[src/rtl/maze_loader_if.sv]
// Bundle of stream-input, bit-memory and status signals for maze_loader.
// The master modport is the loader's view; slave is the environment's.
interface maze_loader_if #(
  parameter int ADDR_W = 4,
  parameter int ADDR_H = 4
);
  logic              start;
  logic              in_valid;
  logic              in_data;
  logic              in_ready;
  logic              mem_wr;
  logic              mem_rd;
  logic [ADDR_W-1:0] mem_addr_x;
  logic [ADDR_H-1:0] mem_addr_y;
  logic              mem_wdata;
  logic              mem_rdata;
  logic              busy;
  logic              done;
  logic              chk_err;

  modport master (
    input  start, in_valid, in_data, mem_rdata,
    output in_ready, mem_wr, mem_rd, mem_addr_x, mem_addr_y, mem_wdata,
           busy, done, chk_err
  );

  modport slave (
    output start, in_valid, in_data, mem_rdata,
    input  in_ready, mem_wr, mem_rd, mem_addr_x, mem_addr_y, mem_wdata,
           busy, done, chk_err
  );
endinterface

[src/rtl/maze_loader.sv]
// Streams a WIDTH x HEIGHT bit grid into an external bit-memory in row-major
// order, reads it back, and flags a parity mismatch between write and readback.
module maze_loader #(
  parameter int WIDTH  = 16,
  parameter int HEIGHT = 16,
  parameter int ADDR_W = 4,
  parameter int ADDR_H = 4
) (
  input  logic          clk,
  input  logic          rst,
  maze_loader_if.master bus
);

  typedef enum logic [2:0] {
    S_IDLE,
    S_LOAD,
    S_VERIFY,
    S_CHECK,
    S_DONE
  } state_t;

  localparam logic [ADDR_W-1:0] X_LAST = ADDR_W'(WIDTH - 1);
  localparam logic [ADDR_H-1:0] Y_LAST = ADDR_H'(HEIGHT - 1);

  state_t            r_state;
  logic [ADDR_W-1:0] r_x;
  logic [ADDR_H-1:0] r_y;
  logic              r_wpar;
  logic              r_rpar;
  logic              r_in_ready;
  logic              r_mem_rd;
  logic              r_busy;
  logic              r_done;
  logic              r_chk_err;

  logic              w_last_x;
  logic              w_last_cell;
  logic              w_accept;
  logic [ADDR_W-1:0] w_next_x;
  logic [ADDR_H-1:0] w_next_y;

  assign w_last_x    = (r_x == X_LAST);
  assign w_last_cell = w_last_x && (r_y == Y_LAST);
  assign w_next_x    = w_last_x ? '0 : r_x + ADDR_W'(1);
  assign w_next_y    = w_last_x ? r_y + ADDR_H'(1) : r_y;

  // NOTE: the write strobe is combinational so the memory captures the beat on
  // the same edge that the loader accepts it and advances the address.
  assign w_accept = (r_state == S_LOAD) && bus.in_valid;

  // NOTE: sequential state uses non-blocking assignments so every register
  // updates from the pre-edge values, independent of statement order.
  always_ff @(posedge clk or negedge rst) begin
    if (!rst) begin
      r_state    <= S_IDLE;
      r_x        <= '0;
      r_y        <= '0;
      r_wpar     <= 1'b0;
      r_rpar     <= 1'b0;
      r_in_ready <= 1'b0;
      r_mem_rd   <= 1'b0;
      r_busy     <= 1'b0;
      r_done     <= 1'b0;
      r_chk_err  <= 1'b0;
    end else begin
      case (r_state)
        S_IDLE, S_DONE: begin
          if (bus.start) begin
            r_state    <= S_LOAD;
            r_x        <= '0;
            r_y        <= '0;
            r_wpar     <= 1'b0;
            r_rpar     <= 1'b0;
            r_in_ready <= 1'b1;
            r_busy     <= 1'b1;
            r_done     <= 1'b0;
            r_chk_err  <= 1'b0;
          end
        end

        S_LOAD: begin
          if (bus.in_valid) begin
            r_wpar <= r_wpar ^ bus.in_data;
            if (w_last_cell) begin
              r_state    <= S_VERIFY;
              r_x        <= '0;
              r_y        <= '0;
              r_in_ready <= 1'b0;
              r_mem_rd   <= 1'b1;
            end else begin
              r_x <= w_next_x;
              r_y <= w_next_y;
            end
          end
        end

        S_VERIFY: begin
          r_rpar <= r_rpar ^ bus.mem_rdata;
          if (w_last_cell) begin
            r_state  <= S_CHECK;
            r_x      <= '0;
            r_y      <= '0;
            r_mem_rd <= 1'b0;
          end else begin
            r_x <= w_next_x;
            r_y <= w_next_y;
          end
        end

        S_CHECK: begin
          r_chk_err <= r_wpar ^ r_rpar;
          r_done    <= 1'b1;
          r_busy    <= 1'b0;
          r_state   <= S_DONE;
        end

        default: begin
          r_state    <= S_IDLE;
          r_in_ready <= 1'b0;
          r_mem_rd   <= 1'b0;
          r_busy     <= 1'b0;
        end
      endcase
    end
  end

  assign bus.in_ready   = r_in_ready;
  assign bus.mem_wr     = w_accept;
  assign bus.mem_wdata  = bus.in_data;
  assign bus.mem_rd     = r_mem_rd;
  assign bus.mem_addr_x = r_x;
  assign bus.mem_addr_y = r_y;
  assign bus.busy       = r_busy;
  assign bus.done       = r_done;
  assign bus.chk_err    = r_chk_err;

endmodule

[src/flat_wrapper.sv]
// flat-port wrapper written by rule: the top's interface ports become plain ports
module maze_loader_flat 
#(
  parameter int WIDTH  = 16,
  parameter int HEIGHT = 16,
  parameter int ADDR_W = 4,
  parameter int ADDR_H = 4
)
  (clk, rst, bus_start, bus_in_valid, bus_in_data, bus_mem_rdata, bus_in_ready, bus_mem_wr, bus_mem_rd, bus_mem_addr_x, bus_mem_addr_y, bus_mem_wdata, bus_busy, bus_done, bus_chk_err);
  maze_loader_if #(.ADDR_W(ADDR_W), .ADDR_H(ADDR_H)) bus_i ();
  input  logic clk;
  input  logic rst;
  input wire logic [$bits(bus_i.start)-1:0] bus_start;
  input wire logic [$bits(bus_i.in_valid)-1:0] bus_in_valid;
  input wire logic [$bits(bus_i.in_data)-1:0] bus_in_data;
  input wire logic [$bits(bus_i.mem_rdata)-1:0] bus_mem_rdata;
  output wire logic [$bits(bus_i.in_ready)-1:0] bus_in_ready;
  output wire logic [$bits(bus_i.mem_wr)-1:0] bus_mem_wr;
  output wire logic [$bits(bus_i.mem_rd)-1:0] bus_mem_rd;
  output wire logic [$bits(bus_i.mem_addr_x)-1:0] bus_mem_addr_x;
  output wire logic [$bits(bus_i.mem_addr_y)-1:0] bus_mem_addr_y;
  output wire logic [$bits(bus_i.mem_wdata)-1:0] bus_mem_wdata;
  output wire logic [$bits(bus_i.busy)-1:0] bus_busy;
  output wire logic [$bits(bus_i.done)-1:0] bus_done;
  output wire logic [$bits(bus_i.chk_err)-1:0] bus_chk_err;
  assign bus_i.start = bus_start;
  assign bus_i.in_valid = bus_in_valid;
  assign bus_i.in_data = bus_in_data;
  assign bus_i.mem_rdata = bus_mem_rdata;
  assign bus_in_ready = bus_i.in_ready;
  assign bus_mem_wr = bus_i.mem_wr;
  assign bus_mem_rd = bus_i.mem_rd;
  assign bus_mem_addr_x = bus_i.mem_addr_x;
  assign bus_mem_addr_y = bus_i.mem_addr_y;
  assign bus_mem_wdata = bus_i.mem_wdata;
  assign bus_busy = bus_i.busy;
  assign bus_done = bus_i.done;
  assign bus_chk_err = bus_i.chk_err;
  maze_loader #(.WIDTH(WIDTH), .HEIGHT(HEIGHT), .ADDR_W(ADDR_W), .ADDR_H(ADDR_H)) u_core (.clk(clk), .rst(rst), .bus(bus_i));
endmodule
[config.mk]
export PLATFORM = sky130hd
export DESIGN_NAME = maze_loader_flat
export DESIGN_NICKNAME = d
export VERILOG_FILES = /design/src/rtl/maze_loader_if.sv /design/src/rtl/maze_loader.sv /design/src/flat_wrapper.sv
export SDC_FILE = /design/constraint.sdc
export NUM_CORES = 1
export LEC_CHECK = 0
export CORE_MARGIN = 3
export CORE_UTILIZATION = 35
export CTS_CLUSTER_SIZE = 12
export DETAILED_ROUTE_END_ITERATION = 8
export PLACE_DENSITY_LB_ADDON = 0.05
export SYNTH_ARGS = -nofsm -noshare
export SYNTH_HDL_FRONTEND = slang
export SYNTH_SLANG_ARGS = --single-unit
[constraint.sdc]
create_clock -name clk -period 2.47 [get_ports clk]
set_input_delay 0.3705 -clock clk [delete_from_list [all_inputs] [get_ports clk]]
set_output_delay 0.3705 -clock clk [all_outputs]
set_load 0.01 [all_outputs]
==> results of run 1 <==
## registers in the layout, summed over array words and instances (netlist names)
signal	count
u_core.bus.mem_rd	1
u_core.bus.chk_err	1
u_core.r_state	3
u_core.bus.mem_addr_y	4
u_core.bus.in_ready	1
u_core.r_wpar	1
u_core.bus.mem_addr_x	4
u_core.bus.done	1
u_core.bus.busy	1
u_core.r_rpar	1
## final cells by class
cell class / count / area [um2]
Multi-Input combinational cell: 80 / 495
Fill cell: 258 / 1340
Tap cell: 30 / 37.5
Inverter: 4 / 15.0
Timing Repair Buffer: 24 / 230
Sequential cell: 18 / 450
Clock buffer: 3 / 22.5
## routing by layer
layer	track usage (%)	vias up
li1	-	436
met1	22.5	414
met2	20.3	24
met3	5.23	2
met4	2.91	0
met5	0	-
## cells by family (layout without fill, tap and decap cells)
group,Yosys count,in the layout,share of synthesized area (%)
adder cells (fa/ha/maj),2,2,2.52
buffers and inverters,9,31,4.67
flip-flops,18,18,45.4
XOR/XNOR,3,3,2.65
AO/OA/AOI/OAI,33,33,21.6
multiplexers,1,1,1.01
AND/OR/NAND/NOR,41,41,22.2
## per-stage QoR
stage | utilization, % | hold slack (ns)
2_1_floorplan | - | 0.0749
3_3_place_gp | 47.4 | 0.492
3_5_place_dp | 47.4 | 0.510
4_1_cts | 48.3 | 0.402
5_1_grt | 48.3 | 0.405
6_report | 48.3 | 0.401
## worst paths after layout
path | depth (start not counted) | endpoint | slack, ns | startpoint
max in group asynchronous | 2 | u_core.r_state[1] | 1.88 | rst
min reg2reg | 1 | u_core.bus.mem_addr_y[2] | 0.52 | u_core.bus.mem_addr_y[2]
min | 2 | u_core.bus.mem_addr_x[0] | 0.40 | rst
max | 3 | bus_mem_wr | 0.36 | bus_in_valid
min in group clk | 1 | u_core.bus.mem_addr_y[2] | 0.52 | u_core.bus.mem_addr_y[2]
max reg2reg | 5 | u_core.r_state[1] | 0.81 | u_core.bus.mem_addr_x[0]
## cells in the final DEF, fill, tap and decap left out, types with 2 or more instances in the layout
cell type and count:
buf_4 4, o31ai_1 3, a211oi_1 2, nor3_1 2, clkdlybuf4s50_1 20, o21ai_0 11, dfrtp_1 18, nand2_1 10
clkbuf_4 3, nor2_1 11, inv_1 4, nand4_1 2, xnor2_1 2, ha_1 2, a21oi_1 5, nand3_1 5
a21o_1 4
## where the power goes
group | internal, mW | total, mW | switching [mW]
clock network | 0.0567 | 0.142 | 0.0853
registers | 0.406 | 0.520 | 0.114
logic | 0.378 | 0.780 | 0.402
==> flow_metrics.py, run 1 <==
metrics = {
    "run_status": {
        "status": "completed",
    },
    "setup_path": {
        "crit_path_top_delay_cell": "clkdlybuf4s50_1",
        "critPathKind": "input pin to output port",
        "crit_buf_inv": 2,
        "endpoint_kind": "output port",
        "start_kind": "input pin",
        "slowest_delay_ns": 0.54,
        "crit_family": "buffers and inverters",
        "arrival_ns": 1.74,
        "cp_max_fo": 5,
        "crit_path_frequent_cell": "clkdlybuf4s50_1",
        "critical_path_required_ns": 2.10,
        "worstPathCellList": "clkdlybuf4s50_1 -> and4bb_4 -> clkdlybuf4s50_1",
    },
    "yosys": {
        "synth.area.top_cells": "dfrtp_1 45%, o21ai_0 5.5%, nor2_1 4.2%, nand2_1 3.8%, a21o_1 3.0%",
        "syn_area_um2": 992,
        "yosysTopAreaCell": "dfrtp_1",
        "yosys_most_used_dff": "dfrtp_1",
        "yosysMostFrequentCell": "dfrtp_1",
        "yosys-top-cells-count": "18 x dfrtp_1, 11 x nor2_1, 11 x o21ai_0",
        "syn_nets": 115,
        "async_flop_share_pct": 100,
        "synthCells": 107,
        "ys_seq_area_share_pct": 45.4,
        "synth_warnings": 0,
        "netlist.area_leader.share_pct": 45.4,
        "yosysUniqueCellTypes": 39,
        "synth.avg_cell_area_um2": 9.27,
        "synth_edf_count": 0,
        "synth_seq_cells": 18,
    },
    "global_route": {
        "antenna_found_initial": 0,
        "grt_max_degree": 19,
        "grt-ovfl-total": 0,
        "grt_first_pass_wirelength_um": 3970,
        "grt_use_total_pct": 14.9,
        "grt_pass1_vias": 803,
    },
    "timing": {
        "fin_crit_sh_pct": 85.4,
        "hold_viol_final": 0,
        "finClkSkew_ns": 0.00311,
        "setup_viol": 0,
        "setup_ws_ns": 0.361,
        "slew_viol_final": 0,
        "tightest_slew_ns": 0.488,
        "rsz0062_at_grt": "false",
        "max_freq_mhz": 474,
        "setup-tns-final_ns": 0,
        "fin_crit_ns": 2.11,
        "slew_headroom_pct": 67.3,
    },
    "clock_tree": {
        "cts_resized": 0,
        "htree_levels": 1,
        "cts_tree": "done",
        "clkSlewWorstSetupHoldPaths_ns": 0.09,
        "numCtsBuffers": 3,
        "cts_buffer_depth": 2,
        "clock-sinks": 18,
        "root_buffer": "clkbuf_4",
        "cts_setup_buffers": 0,
        "clk_latency_ns": 0.29,
        "ctsHoldBuffers": 0,
    },
    "die": {
        "rows": 18,
        "die_h_um": 59.2,
        "die_area_um2": 3510,
        "coreArea_um2": 2590,
        "die_w_um": 59.2,
        "io_pins": 21,
        "start_util_pct": 38.3,
    },
    "drt": {
        "ant_nets": 0,
        "dr.pass1.iters": 4,
        "dr.first_iter.drc_count": 35,
        "dr_wl_met3_um": 130,
        "wl_per_cell_um": 14.2,
        "wl_met1_um": 1140,
        "vias": 876,
        "routed_via_density": 5.51,
        "route.detailed.drc": 0,
        "dr_wl_met2_um": 975,
        "dr.max_layer_used": "met4",
        "wl_um": 2260,
    },
    "placed_design": {
        "dp_cells": 156,
        "place.port_buffers": 20,
        "place.gp.congestion": 0.810,
        "place_ws_ns": 0.370,
        "dp.final_hpwl_um": 1730,
        "place_area_um2": 1230,
    },
    "hold_path": {
        "min-delay-path-class": "input pin to asynchronous set/reset pin",
    },
    "cells_and_area": {
        "stdcell_count": 159,
        "stdcell_area_um2": 1250,
        "final_net_count": 139,
        "drive_gt1_share_pct": 9.30,
        "antenna_cells": 0,
        "syn_to_final_growth_pct": 26.1,
    },
    "power_and_ir_drop": {
        "irDropWorstVdd_uv": 600,
        "p_leak_nw": 0.537,
        "powerDensity_nw_per_um2": 1150,
        "power_mw": 1.44,
    },
    "flow_run": {
        "max_cap_violations": 0,
    },
}
(Power assumes the default switching activity.)
==> run 2, diff against run 1 <==
ABC_CLOCK_PERIOD_IN_PS = 2470   (was unset)
==> results of run 2 <==
Final layout, timing and power as in run 1 (identical DEF).
==> run 3, diff against run 2 <==
SKIP_CTS_REPAIR_TIMING = 1   (was unset)
==> results of run 3 <==
Final layout, timing and power as in run 1 (identical DEF).
==> RTL change 1, RTL diff (settings of run 2) <==
`ADDR_W` is set to 4 in 3 places; all go to 5.
--- a/src/rtl/maze_loader_if.sv
+++ b/src/rtl/maze_loader_if.sv
@@ -1,7 +1,7 @@
 // Bundle of stream-input, bit-memory and status signals for maze_loader.
 // The master modport is the loader's view; slave is the environment's.
 interface maze_loader_if #(
-  parameter int ADDR_W = 4,
+  parameter int ADDR_W = 5,
   parameter int ADDR_H = 4
 );
   logic              start;
--- a/src/rtl/maze_loader.sv
+++ b/src/rtl/maze_loader.sv
@@ -3,7 +3,7 @@
 module maze_loader #(
   parameter int WIDTH  = 16,
   parameter int HEIGHT = 16,
-  parameter int ADDR_W = 4,
+  parameter int ADDR_W = 5,
   parameter int ADDR_H = 4
 ) (
   input  logic          clk,
--- a/src/flat_wrapper.sv
+++ b/src/flat_wrapper.sv
@@ -3,7 +3,7 @@
 #(
   parameter int WIDTH  = 16,
   parameter int HEIGHT = 16,
-  parameter int ADDR_W = 4,
+  parameter int ADDR_W = 5,
   parameter int ADDR_H = 4
 )
   (clk, rst, bus_start, bus_in_valid, bus_in_data, bus_mem_rdata, bus_in_ready, bus_mem_wr, bus_mem_rd, bus_mem_addr_x, bus_mem_addr_y, bus_mem_wdata, bus_busy, bus_done, bus_chk_err);
Ports: changed (resized bus_mem_addr_x); port bits go from 21 to 22. The function was not compared with the original's and may differ.
==> RTL change 1 against run 2 <==
Synthesized area is 8.1% higher. Global-route usage is 0.77 points lower. Sequential cell count is 1 higher. Die area is 7.2% higher. Count of clock-buffer cells in the layout is 1 higher. Cell area is 7.5% higher. Setup slack worse by 0.28 ns. Total power is 34% lower. Wire length is 5.8% higher. Largest power group unchanged.
==> RTL change 1: results (changes against run 2) <==
GP Congestion 0.760 (-6.3%); Critical Path AT 2.02 ns (+0.28 ns); post-CTS setup repair buffer count 0 (unchanged); largest net degree at the start of global routing 20 (+1); worst-path maximum fanout 2 (-3); Synth area leaders dfrtp_1 (44%), nor2_1 (4.6%), o21ai_0 (4.2%), a22o_1 (4.1%), a21oi_1 (3.3%); global-route wire length before repair 3930 µm (-1.0%); Initial DRC Count 58 (+66%); distinct cell type count of the synthesized netlist 42 (+7.7%); CP max stage delay 0.65 ns (+0.11 ns); vias per cell 5.44 (-1.3%); Post-synth top cells dfrtp_1 (19), nor2_1 (13), o21ai_0 (9); net count after synthesis 123 (+7.0%); share of layout cells above drive strength 1 7.91% (-1.4 points); post-synthesis async set-or-reset flop share 100% (unchanged); GR Util met2 19.9% (-0.34 points); worst clock skew 0.00131 ns (-0.00180 ns); vias in the first global route 838 (+4.4%); M3 GR Usage 4.61% (-0.62 points); hpwl dp 1760 µm (+2.2%); Nets 148 (+6.5%); placed inst area 0.00132 mm² (+7.3%); Leak 0.578 nW (+7.5%); total wire length 2390 µm (+5.8%); met1 Track Usage GR 21.1% (-1.4 points); FMAX 419 MHz (-12%); post-synthesis sequential area ratio 44.3% (-1.1 points); peak supply drop 425 µV (-29%); status finished, final reports clean; Root Driver clkbuf_4; Slew headroom 62.4% (-4.8 points); GRT Total Usage 14.1% (-0.77 points); n_diodes 0 (unchanged); Port Buffers 21 (+5.0%)
==> RTL change 1: worst paths after layout <==
path,start,endpoint,cells after the start,slack [ns]
worst min-delay path,rst,u_core.bus.mem_addr_x[0]$_DFFE_PN0P_,2,0.40
max in group asynchronous,rst,u_core.bus.done$_DFFE_PN0P_,2,1.86
worst max register to register,u_core.r_state[1]$_DFFE_PN0P_,u_core.bus.mem_addr_x[1]$_DFFE_PN0P_,4,0.73
worst min register to register,u_core.bus.in_ready$_DFFE_PN0P_,u_core.bus.in_ready$_DFFE_PN0P_,1,0.49
min in group clk,u_core.bus.in_ready$_DFFE_PN0P_,u_core.bus.in_ready$_DFFE_PN0P_,1,0.49
worst max-delay path,bus_in_valid,bus_mem_wr,3,0.08
==> RTL change 1: through the flow <==
| stage | instances | setup slack (ns) |
|---|---|---|
| 2_1_floorplan | 115 | 0.995 |
| 3_3_place_gp | 166 | 0.0616 |
| 3_5_place_dp | 166 | 0.0998 |
| 4_1_cts | 170 | 0.0763 |
| 5_1_grt | 170 | 0.00449 |
| 6_report | 170 | 0.0822 |
==> RTL change 1: per-layer routing <==
metal	part of all wire (%)	routed length [µm]	up-vias
met3	6.0	144	2
met4	0.75	18	0
met5	0	0	-
met1	51	1220	437
li1	-	-	458
met2	42	1010	27
==> RTL change 1: cell type report <==
| type | count | area (µm²) |
|---|---|---|
| clock buffer | 4 | 26.3 |
| sequential | 19 | 475 |
| tap | 31 | 38.8 |
| inverter | 4 | 15.0 |
| timing repair buffer | 27 | 255 |
| fill | 295 | 1480 |
| multi-input combinational | 85 | 534 |
==> RTL change 1: report_power, final <==
part / total (mW) / internal (mW) / switching, mW / leakage (nW)
logic: 0.403 / 0.190 / 0.213 / 0.315
clock network: 0.155 / 0.0628 / 0.0924 / 0.0150
registers: 0.389 / 0.351 / 0.0376 / 0.248
total: 0.947 / 0.604 / 0.343 / 0.578
==> RTL change 1: cell families after synthesis <==
logic type	synth area share, %
muxes	1.05
adders and majority gates	2.33
AOI/OAI and AO/OA	23.3
and+or+nand+nor	20.7
xor gates and xnor gates	2.45
DFF	44.3
buffers and inverters	5.83
==> RTL change 2, RTL diff (config.mk and constraints of run 2) <==
Without the edit above. Reset style: synchronous (`rst`), changed in one clocked block.
--- a/src/rtl/maze_loader.sv
+++ b/src/rtl/maze_loader.sv
@@ -50,7 +50,7 @@
 
   // NOTE: sequential state uses non-blocking assignments so every register
   // updates from the pre-edge values, independent of statement order.
-  always_ff @(posedge clk or negedge rst) begin
+  always_ff @(posedge clk) begin
     if (!rst) begin
       r_state    <= S_IDLE;
       r_x        <= '0;
Function: differs if rst is asserted again (counterexample within 4 cycles, from zero or initial values and one cycle with rst low); with rst held inactive, the same outputs for 10 cycles.
==> RTL change 2 against run 2 <==
Setup slack lost 0.085 ns. Cell area shrank 6.1%. Wire length shrank 1.5%. Synthesized area shrank 6.9%. Sequential cell count is the same. Register-to-register slack lost 0.16 ns. Sequential share of layout area shrank 5.3 points. Global-route usage shrank 1.0 points. Critical endpoint unchanged.
Power is not compared: it rests on default switching activity, and its combinational part moved more than twofold at a synthesized area within 25%.
==> RTL change 2: results (changes against run 2) <==
status finished, final reports clean; HP Start u_core.bus.busy$_SDFFE_PN0P_; net count after synthesis 120 (+4.3%); total wire length 2230 µm (-1.5%); Critical R2R Capture u_core.bus.mem_addr_x[2]$_SDFFE_PN0P_; worst clock skew 0.00399 ns (+0.000884 ns); HP Class flip-flop to flip-flop; R2R depth 4 (-1); GR Util met2 19.0% (-1.2 points); Ys Warns 0 (unchanged); initial antenna violation count 0 (unchanged); clock-pin slew on the worst setup and hold paths 0.11 ns (+0.02 ns); M3 GR Usage 4.30% (-0.93 points); # fillers 245 (-5.0%); met1 Track Usage GR 21.3% (-1.2 points); post-CTS setup repair buffer count 0 (unchanged); Post-synth top cells dfxtp_1 (18), a21oi_1 (13), nand2_1 (11); largest net degree at the start of global routing 16 (-3); hold slack 0.488 ns (+0.0869 ns); post-synthesis async set-or-reset flop share 0% (-100 points); Hold Crit Endpoint u_core.bus.busy$_SDFFE_PN0P_; WHS Path Cells 2; post-CTS resize count 0 (unchanged); NetSw 0.139 mW; distinct cell type count of the synthesized netlist 38 (-2.6%); hpwl dp 1510 µm (-12%); First-pass DRT Iterations 4 (unchanged); Slew @ Worst Pin 0.541 ns (+0.0528 ns); htree depth 1 (unchanged); post-synthesis sequential area ratio 39.0% (-6.4 points); Place WS 0.379 ns (+0.00878 ns); CTS buffer count 3 (unchanged); fin crit period 2.19 ns (+0.0848 ns); Port Buffers 20 (unchanged); Synth area leaders dfxtp_1 (39%), a21oi_1 (7.0%), o21ai_0 (4.9%), nand2_1 (4.5%), nor2_1 (3.7%); worst-path maximum fanout 14 (+9); global-route wire length before repair 3620 µm (-8.9%); GRT Total Usage 13.9% (-1.0 points); Root Driver clkbuf_4; vias per cell 5.59 (+1.5%); flop-to-flop setup slack 0.65 ns (-0.16 ns); crit path capture bus_mem_wr; R2R Path Start u_core.r_state[1]$_SDFFE_PN0P_; vias in the first global route 739 (-8.0%); Critical Path Start u_core.r_state[0]$_SDFFE_PN0P_; Initial DRC Count 13 (-63%); worst-case clock buffer depth 2 (unchanged); Critical Path AT 1.82 ns (+0.08 ns); share of layout cells above drive strength 1 9.16% (-0.14 points); worst-skew pair later-pin latency 0.29 ns (about the same); GP Congestion 0.759 (-6.4%); Leak 0.416 nW; peak supply drop 278 µV; Nets 140 (+0.72%); n_diodes 0 (unchanged)
[RTL change 2: cell families after synthesis]
kind of cell | Yosys count | share of synthesized area [%]
adders and majority gates | 2 | 2.71
xor gates and xnor gates | 3 | 2.85
muxes | 1 | 1.22
buffers and inverters | 9 | 4.61
AOI/OAI and AO/OA | 34 | 22.8
DFF | 18 | 39.0
and+or+nand+nor | 45 | 26.8
[RTL change 2: routing by layer]
layer  share of wire [%]  vias up
met5                   0        -
met4                0.67        0
met3                 4.8        2
met2                  43       21
met1                  52      421
li1                    -      445
[RTL change 2: power by group through the flow]
| stage | combinational (mW) | sequential (mW) | clock [mW] |
|---|---|---|---|
| 2_1_floorplan | 0.0408 | 0.309 | 0 |
| 3_3_place_gp | 0.0697 | 0.311 | 0 |
| 3_5_place_dp | 0.0702 | 0.311 | 0 |
| 4_1_cts | 0.0707 | 0.305 | 0.191 |
| 5_1_grt | 0.0769 | 0.306 | 0.201 |
| 6_report | 0.0704 | 0.305 | 0.185 |
[RTL change 2: area by class of cell]
cell class | count | share of cell area [%]
sequential | 18 | 30.7
inverter | 2 | 0.639
multi-input combinational | 85 | 44.3
clock buffer | 4 | 3.09
tap | 28 | 2.98
timing repair buffer | 22 | 18.3
[RTL change 2: worst max-delay path, stage by stage, from the launching register on]
cell and delay (ns):
dfxtp_1 0.63, and4bb_4 0.35, clkdlybuf4s50_1 0.55
[RTL change 2: per-stage QoR]
| step | utilization, % | std cells | instance area [µm²] | total power [mW] |
|---|---|---|---|---|
| finish | 49.8 | 159 | 1170 | 0.560 |
| floorplan | - | 112 | 923 | 0.350 |
| global placement | 48.2 | 155 | 1140 | 0.380 |
| global route | 49.8 | 159 | 1170 | 0.584 |
| CTS | 49.8 | 159 | 1170 | 0.567 |
| detailed placement | 48.2 | 155 | 1140 | 0.381 |
